--- src/rtl/breakout_pkg.sv ---
// Shared colour constants, flash-state encoding and block palette helper
// for the breakout pixel renderer.
package breakout_pkg;

    localparam logic [2:0] BLACK         = 3'b000;
    localparam logic [2:0] RED           = 3'b100;
    localparam logic [2:0] GREEN         = 3'b010;
    localparam logic [2:0] WHITE         = 3'b111;
    localparam logic [2:0] BLOCK_DEFAULT = 3'b011;

    typedef enum logic [1:0] {
        FLASH_IDLE = 2'd0,
        FLASH_ON   = 2'd1,
        FLASH_OFF  = 2'd2
    } flash_state_t;

    // Block ids whose low three bits are zero would render black, so they get a fixed cyan.
    function automatic logic [2:0] block_colour(input logic [2:0] id_lo);
        return (id_lo != 3'b000) ? id_lo : BLOCK_DEFAULT;
    endfunction

endpackage

--- src/rtl/breakout_pixel_renderer_flash_fsm.sv ---
// Win/lose flash controller: vsync falling-edge detect, frame counter and
// IDLE/ON/OFF state machine producing the 3-bit flash colour.
module flash_fsm
    import breakout_pkg::*;
#(
    parameter int FLASH_ON_FRAMES  = 3,
    parameter int FLASH_OFF_FRAMES = 3
) (
    input  logic         pxl_clk,
    input  logic         rst_n,
    input  logic         vsync,
    input  logic         win,
    input  logic         lose,
    output logic         frame_tick,
    output logic [2:0]   flash_rgb,
    output flash_state_t state_dbg
);

    localparam logic [7:0] ON_LAST  = 8'(FLASH_ON_FRAMES - 1);
    localparam logic [7:0] OFF_LAST = 8'(FLASH_OFF_FRAMES - 1);

    flash_state_t state, state_next;
    logic [7:0]   cnt, cnt_next;
    logic         vsync_q;
    logic         active;

    assign active = win | lose;

    always_ff @(posedge pxl_clk or negedge rst_n) begin
        if (!rst_n) begin
            vsync_q    <= 1'b1;
            frame_tick <= 1'b0;
            state      <= FLASH_IDLE;
            cnt        <= 8'd0;
        end else begin
            vsync_q    <= vsync;
            frame_tick <= vsync_q & ~vsync;
            state      <= state_next;
            cnt        <= cnt_next;
        end
    end

    always_comb begin
        state_next = state;
        cnt_next   = cnt;
        if (!active) begin
            state_next = FLASH_IDLE;
            cnt_next   = 8'd0;
        end else begin
            case (state)
                FLASH_IDLE: begin
                    state_next = FLASH_ON;
                    cnt_next   = 8'd0;
                end
                FLASH_ON: begin
                    if (frame_tick) begin
                        if (cnt == ON_LAST) begin
                            state_next = FLASH_OFF;
                            cnt_next   = 8'd0;
                        end else begin
                            cnt_next = cnt + 8'd1;
                        end
                    end
                end
                FLASH_OFF: begin
                    if (frame_tick) begin
                        if (cnt == OFF_LAST) begin
                            state_next = FLASH_ON;
                            cnt_next   = 8'd0;
                        end else begin
                            cnt_next = cnt + 8'd1;
                        end
                    end
                end
                default: begin
                    state_next = FLASH_IDLE;
                    cnt_next   = 8'd0;
                end
            endcase
        end
    end

    // Colour follows the state being entered so the flash keeps the same 1-cycle latency as geometry.
    always_comb begin
        flash_rgb = BLACK;
        if (state_next == FLASH_ON) begin
            flash_rgb = win ? WHITE : RED;
        end
        state_dbg = state;
    end

endmodule

--- src/rtl/breakout_pixel_renderer.sv ---
// Per-pixel colour generator for the breakout video path (registered RGB, 1-cycle latency).
// Define RENDER_FLASH_EN to flash the win/lose screen; otherwise it is a solid colour.
module breakout_pixel_renderer
    import breakout_pkg::*;
#(
    parameter int H_ACTIVE         = 640,
    parameter int V_ACTIVE         = 480,
    parameter int LEFT_EDGE        = 16,
    parameter int RIGHT_EDGE       = 623,
    parameter int TOP_EDGE         = 16,
    parameter int BOTTOM_EDGE      = 470,
    parameter int BALL_R           = 3,
    parameter int PLAYER_VSTART    = 440,
    parameter int PLAYER_W         = 6,
    parameter int PLAYER_HLEN      = 24,
    parameter int PLAYER_SHIFT     = 5,
    parameter int BLK_VSTART       = 40,
    parameter int BLK_VEND         = 160,
    parameter int BLK_HSTART       = 16,
    parameter int BLK_HEND         = 623,
    parameter int RGB_W            = 1,
    parameter int FLASH_ON_FRAMES  = 3,
    parameter int FLASH_OFF_FRAMES = 3
) (
    input  logic               pxl_clk,
    input  logic               rst_n,
    input  logic [9:0]         hcount,
    input  logic [9:0]         vcount,
    input  logic [9:0]         ball_x,
    input  logic [9:0]         ball_y,
    input  logic [5:0]         player_position,
    input  logic [3:0]         block_num,
    input  logic               vsync,
    input  logic               win,
    input  logic               lose,
    output logic [3*RGB_W-1:0] rgb,
    output logic               drawing_player,
    output logic               drawing_block,
    output logic               frame_tick
);

    localparam logic [11:0] H_ACT    = 12'(H_ACTIVE);
    localparam logic [11:0] V_ACT    = 12'(V_ACTIVE);
    localparam logic [11:0] LEFT_E   = 12'(LEFT_EDGE);
    localparam logic [11:0] RIGHT_E  = 12'(RIGHT_EDGE);
    localparam logic [11:0] TOP_E    = 12'(TOP_EDGE);
    localparam logic [11:0] BOT_E    = 12'(BOTTOM_EDGE);
    localparam logic [11:0] BR       = 12'(BALL_R);
    localparam logic [11:0] P_VSTART = 12'(PLAYER_VSTART);
    localparam logic [11:0] P_VEND   = 12'(PLAYER_VSTART + PLAYER_W);
    localparam logic [11:0] P_HLEN   = 12'(PLAYER_HLEN);
    localparam logic [11:0] BLK_VS   = 12'(BLK_VSTART);
    localparam logic [11:0] BLK_VE   = 12'(BLK_VEND);
    localparam logic [11:0] BLK_HS   = 12'(BLK_HSTART);
    localparam logic [11:0] BLK_HE   = 12'(BLK_HEND);

    logic [11:0] h, v, bx, by, pad_c;
    logic        blank, wall, below, ball_hit, pad_hit, blk_hit;
    logic [2:0]  flash_rgb;
    logic [2:0]  colour;
    logic        player_hit, block_hit;

    assign h     = {2'b00, hcount};
    assign v     = {2'b00, vcount};
    assign bx    = {2'b00, ball_x};
    assign by    = {2'b00, ball_y};
    assign pad_c = ({6'd0, player_position} << PLAYER_SHIFT) + LEFT_E;

    // Offsets are added to the pixel side of each compare so nothing can underflow near zero.
    assign blank    = (h >= H_ACT) || (v >= V_ACT);
    assign wall     = ((v < BOT_E) && ((h < LEFT_E) || (h > RIGHT_E))) || (v < TOP_E);
    assign below    = v > BOT_E;
    assign ball_hit = (h + BR > bx) && (bx + BR > h) && (v + BR > by) && (by + BR > v);
    assign pad_hit  = (h + P_HLEN > pad_c) && (h < pad_c + P_HLEN)
                      && (v > P_VSTART) && (v < P_VEND);
    assign blk_hit  = (block_num != 4'd0) && (v > BLK_VS) && (v <= BLK_VE)
                      && (h > BLK_HS) && (h <= BLK_HE);

`ifdef RENDER_FLASH_EN
    flash_state_t flash_state_unused;

    flash_fsm #(
        .FLASH_ON_FRAMES (FLASH_ON_FRAMES),
        .FLASH_OFF_FRAMES(FLASH_OFF_FRAMES)
    ) u_flash_fsm (
        .pxl_clk   (pxl_clk),
        .rst_n     (rst_n),
        .vsync     (vsync),
        .win       (win),
        .lose      (lose),
        .frame_tick(frame_tick),
        .flash_rgb (flash_rgb),
        .state_dbg (flash_state_unused)
    );
`else
    localparam int FLASH_PERIOD_UNUSED = FLASH_ON_FRAMES + FLASH_OFF_FRAMES;
    logic vsync_q;

    always_ff @(posedge pxl_clk or negedge rst_n) begin
        if (!rst_n) begin
            vsync_q    <= 1'b1;
            frame_tick <= 1'b0;
        end else begin
            vsync_q    <= vsync;
            frame_tick <= vsync_q & ~vsync;
        end
    end

    assign flash_rgb = win ? WHITE : RED;
`endif

    always_comb begin
        colour     = BLACK;
        player_hit = 1'b0;
        block_hit  = 1'b0;
        if (!blank) begin
            if (win | lose) begin
                colour = flash_rgb;
            end else if (wall) begin
                colour = GREEN;
            end else if (below) begin
                colour = RED;
            end else if (ball_hit) begin
                colour = WHITE;
            end else if (pad_hit) begin
                colour     = WHITE;
                player_hit = 1'b1;
            end else if (blk_hit) begin
                colour    = block_colour(block_num[2:0]);
                block_hit = 1'b1;
            end
        end
    end

    always_ff @(posedge pxl_clk or negedge rst_n) begin
        if (!rst_n) begin
            rgb            <= '0;
            drawing_player <= 1'b0;
            drawing_block  <= 1'b0;
        end else begin
            rgb            <= {{RGB_W{colour[2]}}, {RGB_W{colour[1]}}, {RGB_W{colour[0]}}};
            drawing_player <= player_hit;
            drawing_block  <= block_hit;
        end
    end

endmodule

--- config.mk ---
export PLATFORM = sky130hd
export DESIGN_NAME = breakout_pixel_renderer
export DESIGN_NICKNAME = d
export VERILOG_FILES = /design/src/rtl/breakout_pkg.sv /design/src/rtl/breakout_pixel_renderer_flash_fsm.sv /design/src/rtl/breakout_pixel_renderer.sv
export SDC_FILE = /design/constraint.sdc
export NUM_CORES = 1
export LEC_CHECK = 0
export ABC_AREA = 1
export CAP_MARGIN = 20
export CORE_MARGIN = 3
export CORE_UTILIZATION = 30
export CTS_CLUSTER_DIAMETER = 200
export DETAILED_ROUTE_END_ITERATION = 8
export PLACE_DENSITY = 0.59
export REMOVE_ABC_BUFFERS = 1
export SLEW_MARGIN = 20
export SYNTH_ARGS = -nofsm -noshare
export SYNTH_HDL_FRONTEND = slang
export SYNTH_SLANG_ARGS = --single-unit
--- constraint.sdc ---
create_clock -name pxl_clk -period 0.95 [get_ports pxl_clk]
set_input_delay 0.095 -clock pxl_clk [delete_from_list [all_inputs] [get_ports pxl_clk]]
set_output_delay 0.095 -clock pxl_clk [all_outputs]
set_load 0.01 [all_outputs]
==> results.toml <==
[final_layout]
fin_area_um2 = 5090
area_delta_synth_final_pct = 70.2
antenna_cells = 0
layout_common_cells = "buf_4, nand2_1, inv_1"
utilization_pct = 53.8
final_nets = 804
multiInputGateArea_um2 = 2670
ff_latch_area_um2 = 176
fin_cells = 818
final_common_cell = "buf_4"
n_fill_cell = 929
layout-drive-gt1-share_pct = 38.0

[die]
die_h_um = 106
coreArea_um2 = 9460
die_w_um = 106
pin_count = 61
rows = 35
die_area_um2 = 11200
initial_core_util_pct = 31.6

[sta]
fmax_ghz = 0.479
fin_setup_tns_ns = -5.63
layout_min_cycle_time_ns = 2.09
hold_viol_final = 0
setup_viol = 5
layout_setup_ws_ns = -1.14
hold_slack_ns = 0.128
worstMarginPinSlew_ns = 0.319
fin_crit_sh_pct = 220
fin_worst_skew_ns = 0.0000263
slew_violations = 0
relSlewSlack_pct = 78.6
rsz0062_at_grt = "yes"

[clock_network]
clk_latency_ns = 0.22
cts.clk_slew.worst_paths_ns = 0.04
clock-sinks = 7
clockRootBuffer = "clkbuf_8"
cts_max_path_buffers = 2
cts_tree = "yes"
htreeDepth = 1
holdBufCountCts = 0
cts_buffers = 3

[placed_design]
dp.cells = 796
port_buffers = 60
gp_congestion = 0.901
placed_cell_area_um2 = 4630
preCtsSetupSlack_ns = -1.96
hpwl_um = 7910

[grt]
antenna_found_initial = 0
groute.usage.overall_pct = 16.6
overflow = 0
grt_max_degree = 10
grt_pass1_vias = 3621
grt_first_pass_wirelength_um = 15700

[critical_path]
r2r_cells = 2
crit_start = "vcount[6]"
crit_type = "in2reg"
worst-path-max-fanout = 6
end_kind = "flop"
crit_arrival_ns = 2.20
critical_path_required_ns = 1.06
critPathSlowestCell = "clkdlybuf4s50_1"
max_stage_delay_ns = 0.62
setup.worst_path.end = "drawing_player"
reg2reg_slack_ns = 0.29
cp-start-kind = "input port"
crit_chain = "clkdlybuf4s50_1, buf_4, a31oi_1, ha_1, nand2_1, inv_1, nand4_1, nor2_1, nor2_2, nor2_2, nand3_4, nand3b_1, inv_1"
worstReg2RegEnd = "frame_tick"
reg2reg_from = "vsync_q"

[synthesis]
synthMuxAreaShare_pct = 0
synth_xor_area_share_pct = 10.5
synth_warnings = 0
synthTopCellsByArea = "ha_1, inv_1, nand2_1"
synth-simple-area-share_pct = 34.2
synth_area_um2 = 2990
synth-seq-cells = 7
yosys.area.top_type_share_pct = 24.7
yosysTopAreaCell = "ha_1"
synth_top_family_by_area = "simple AND/OR/NAND/NOR gates"
ys_types = 33
synth_seq_area_share_pct = 5.90
syn_inst = 489
avgSynthCellArea_um2 = 6.11
yosys.area_share.adder_pct = 24.7
synth-compound-area-share_pct = 10.0

[pwr]
power_density_nw_per_um2 = 574
leakagePower_nw = 2.79
power.total_mw = 2.92
ir_drop_v = 0.000428

[detailed_routing]
avgViaCountPerCell = 4.56
vias = 3728
dr.pass1.iters = 4
wl_um = 9510
drt_iter0_markers = 84
wl_per_cell_um = 11.6
drc = 0
ant_nets = 0

[min_path]
min_path_type = "in2async"

[status]
status = "finished, violations left"
failed_checks = "setup timing"

[run]
cap_viol_max_count = 0
-- cells in the mapped netlist (all sizes together) --
library cell  instances
a21o                  3
a21oi                27
a31oi                 4
buf                   5
dfrtp                 6
dfstp                 1
ha                   59
inv                 106
nand2                99
nand3                39
nand3b                2
nand4                13
nor2                 52
nor3                 14
nor3b                 1
nor4                  3
o211ai                3
o21a                  3
o21ai                11
o31ai                 1
or2                   1
xnor2                 6
xor2                 30
-- routing by layer --
metal | global-route usage (%) | vias up | part of all wire (%) | routed length (µm)
met1 | 21.7 | 1679 | 45 | 4230
met2 | 30.0 | 68 | 50 | 4800
met4 | 2.59 | 0 | 0.94 | 89
met3 | 1.53 | 10 | 4.1 | 390
li1 | - | 1971 | - | -
met5 | 0 | - | 0 | 0
-- critical path, delay by kind of cell --
kind,cells,cell delay [ns]
adders and majority gates,1,0.34
and+or+nand+nor,7,0.73
buffers and inverters,4,0.95
AOI/OAI and AO/OA,1,0.08
-- logic make-up after synthesis --
kind of cell / count (synthesis)
adders and majority gates: 59
DFF: 7
buffers and inverters: 111
AOI/OAI and AO/OA: 52
and+or+nand+nor: 224
xor gates and xnor gates: 36
-- report_power, final --
group	switching [mW]	leakage, nW	total (mW)	internal [mW]
Clock	0.110	0.0228	0.399	0.289
Sequential	0.00280	0.0908	0.317	0.314
Combinational	1.09	2.67	2.20	1.11
Total	1.21	2.79	2.92	1.71
-- state kept, by name (all words and copies together), names as in the netlist --
| register | flops |
|---|---|
| vsync_q | 1 |
| drawing_block | 1 |
| drawing_player | 1 |
| frame_tick | 1 |
| rgb | 3 |
-- repair_timing --
action,CTS,global route
resized for setup,129,64
pin swaps,54,57
endpoints found under the setup margin,11,10
buffers inserted,13,5
-- final cells by class --
| cell class | instances | area share (%) |
|---|---|---|
| multi-input cells | 371 | 52.6 |
| clock buffers | 4 | 0.885 |
| inverters | 106 | 7.92 |
| flip-flops and latches | 7 | 3.47 |
| repair buffers | 201 | 32.0 |
| well taps | 129 | 3.17 |
-- worst min path at each step --
stage | from | end | slack, ns | cells past startpoint
floorplan | rst_n | drawing_block | -0.20 | 0
global placement | rst_n | drawing_block | 0.36 | 1
detailed placement | rst_n | frame_tick | 0.37 | 1
CTS | rst_n | frame_tick | 0.14 | 1
global route | rst_n | rgb[2] | 0.15 | 1
finish | rst_n | rgb[2] | 0.13 | 1
No activity file was read; power rests on OpenSTA's default activity.
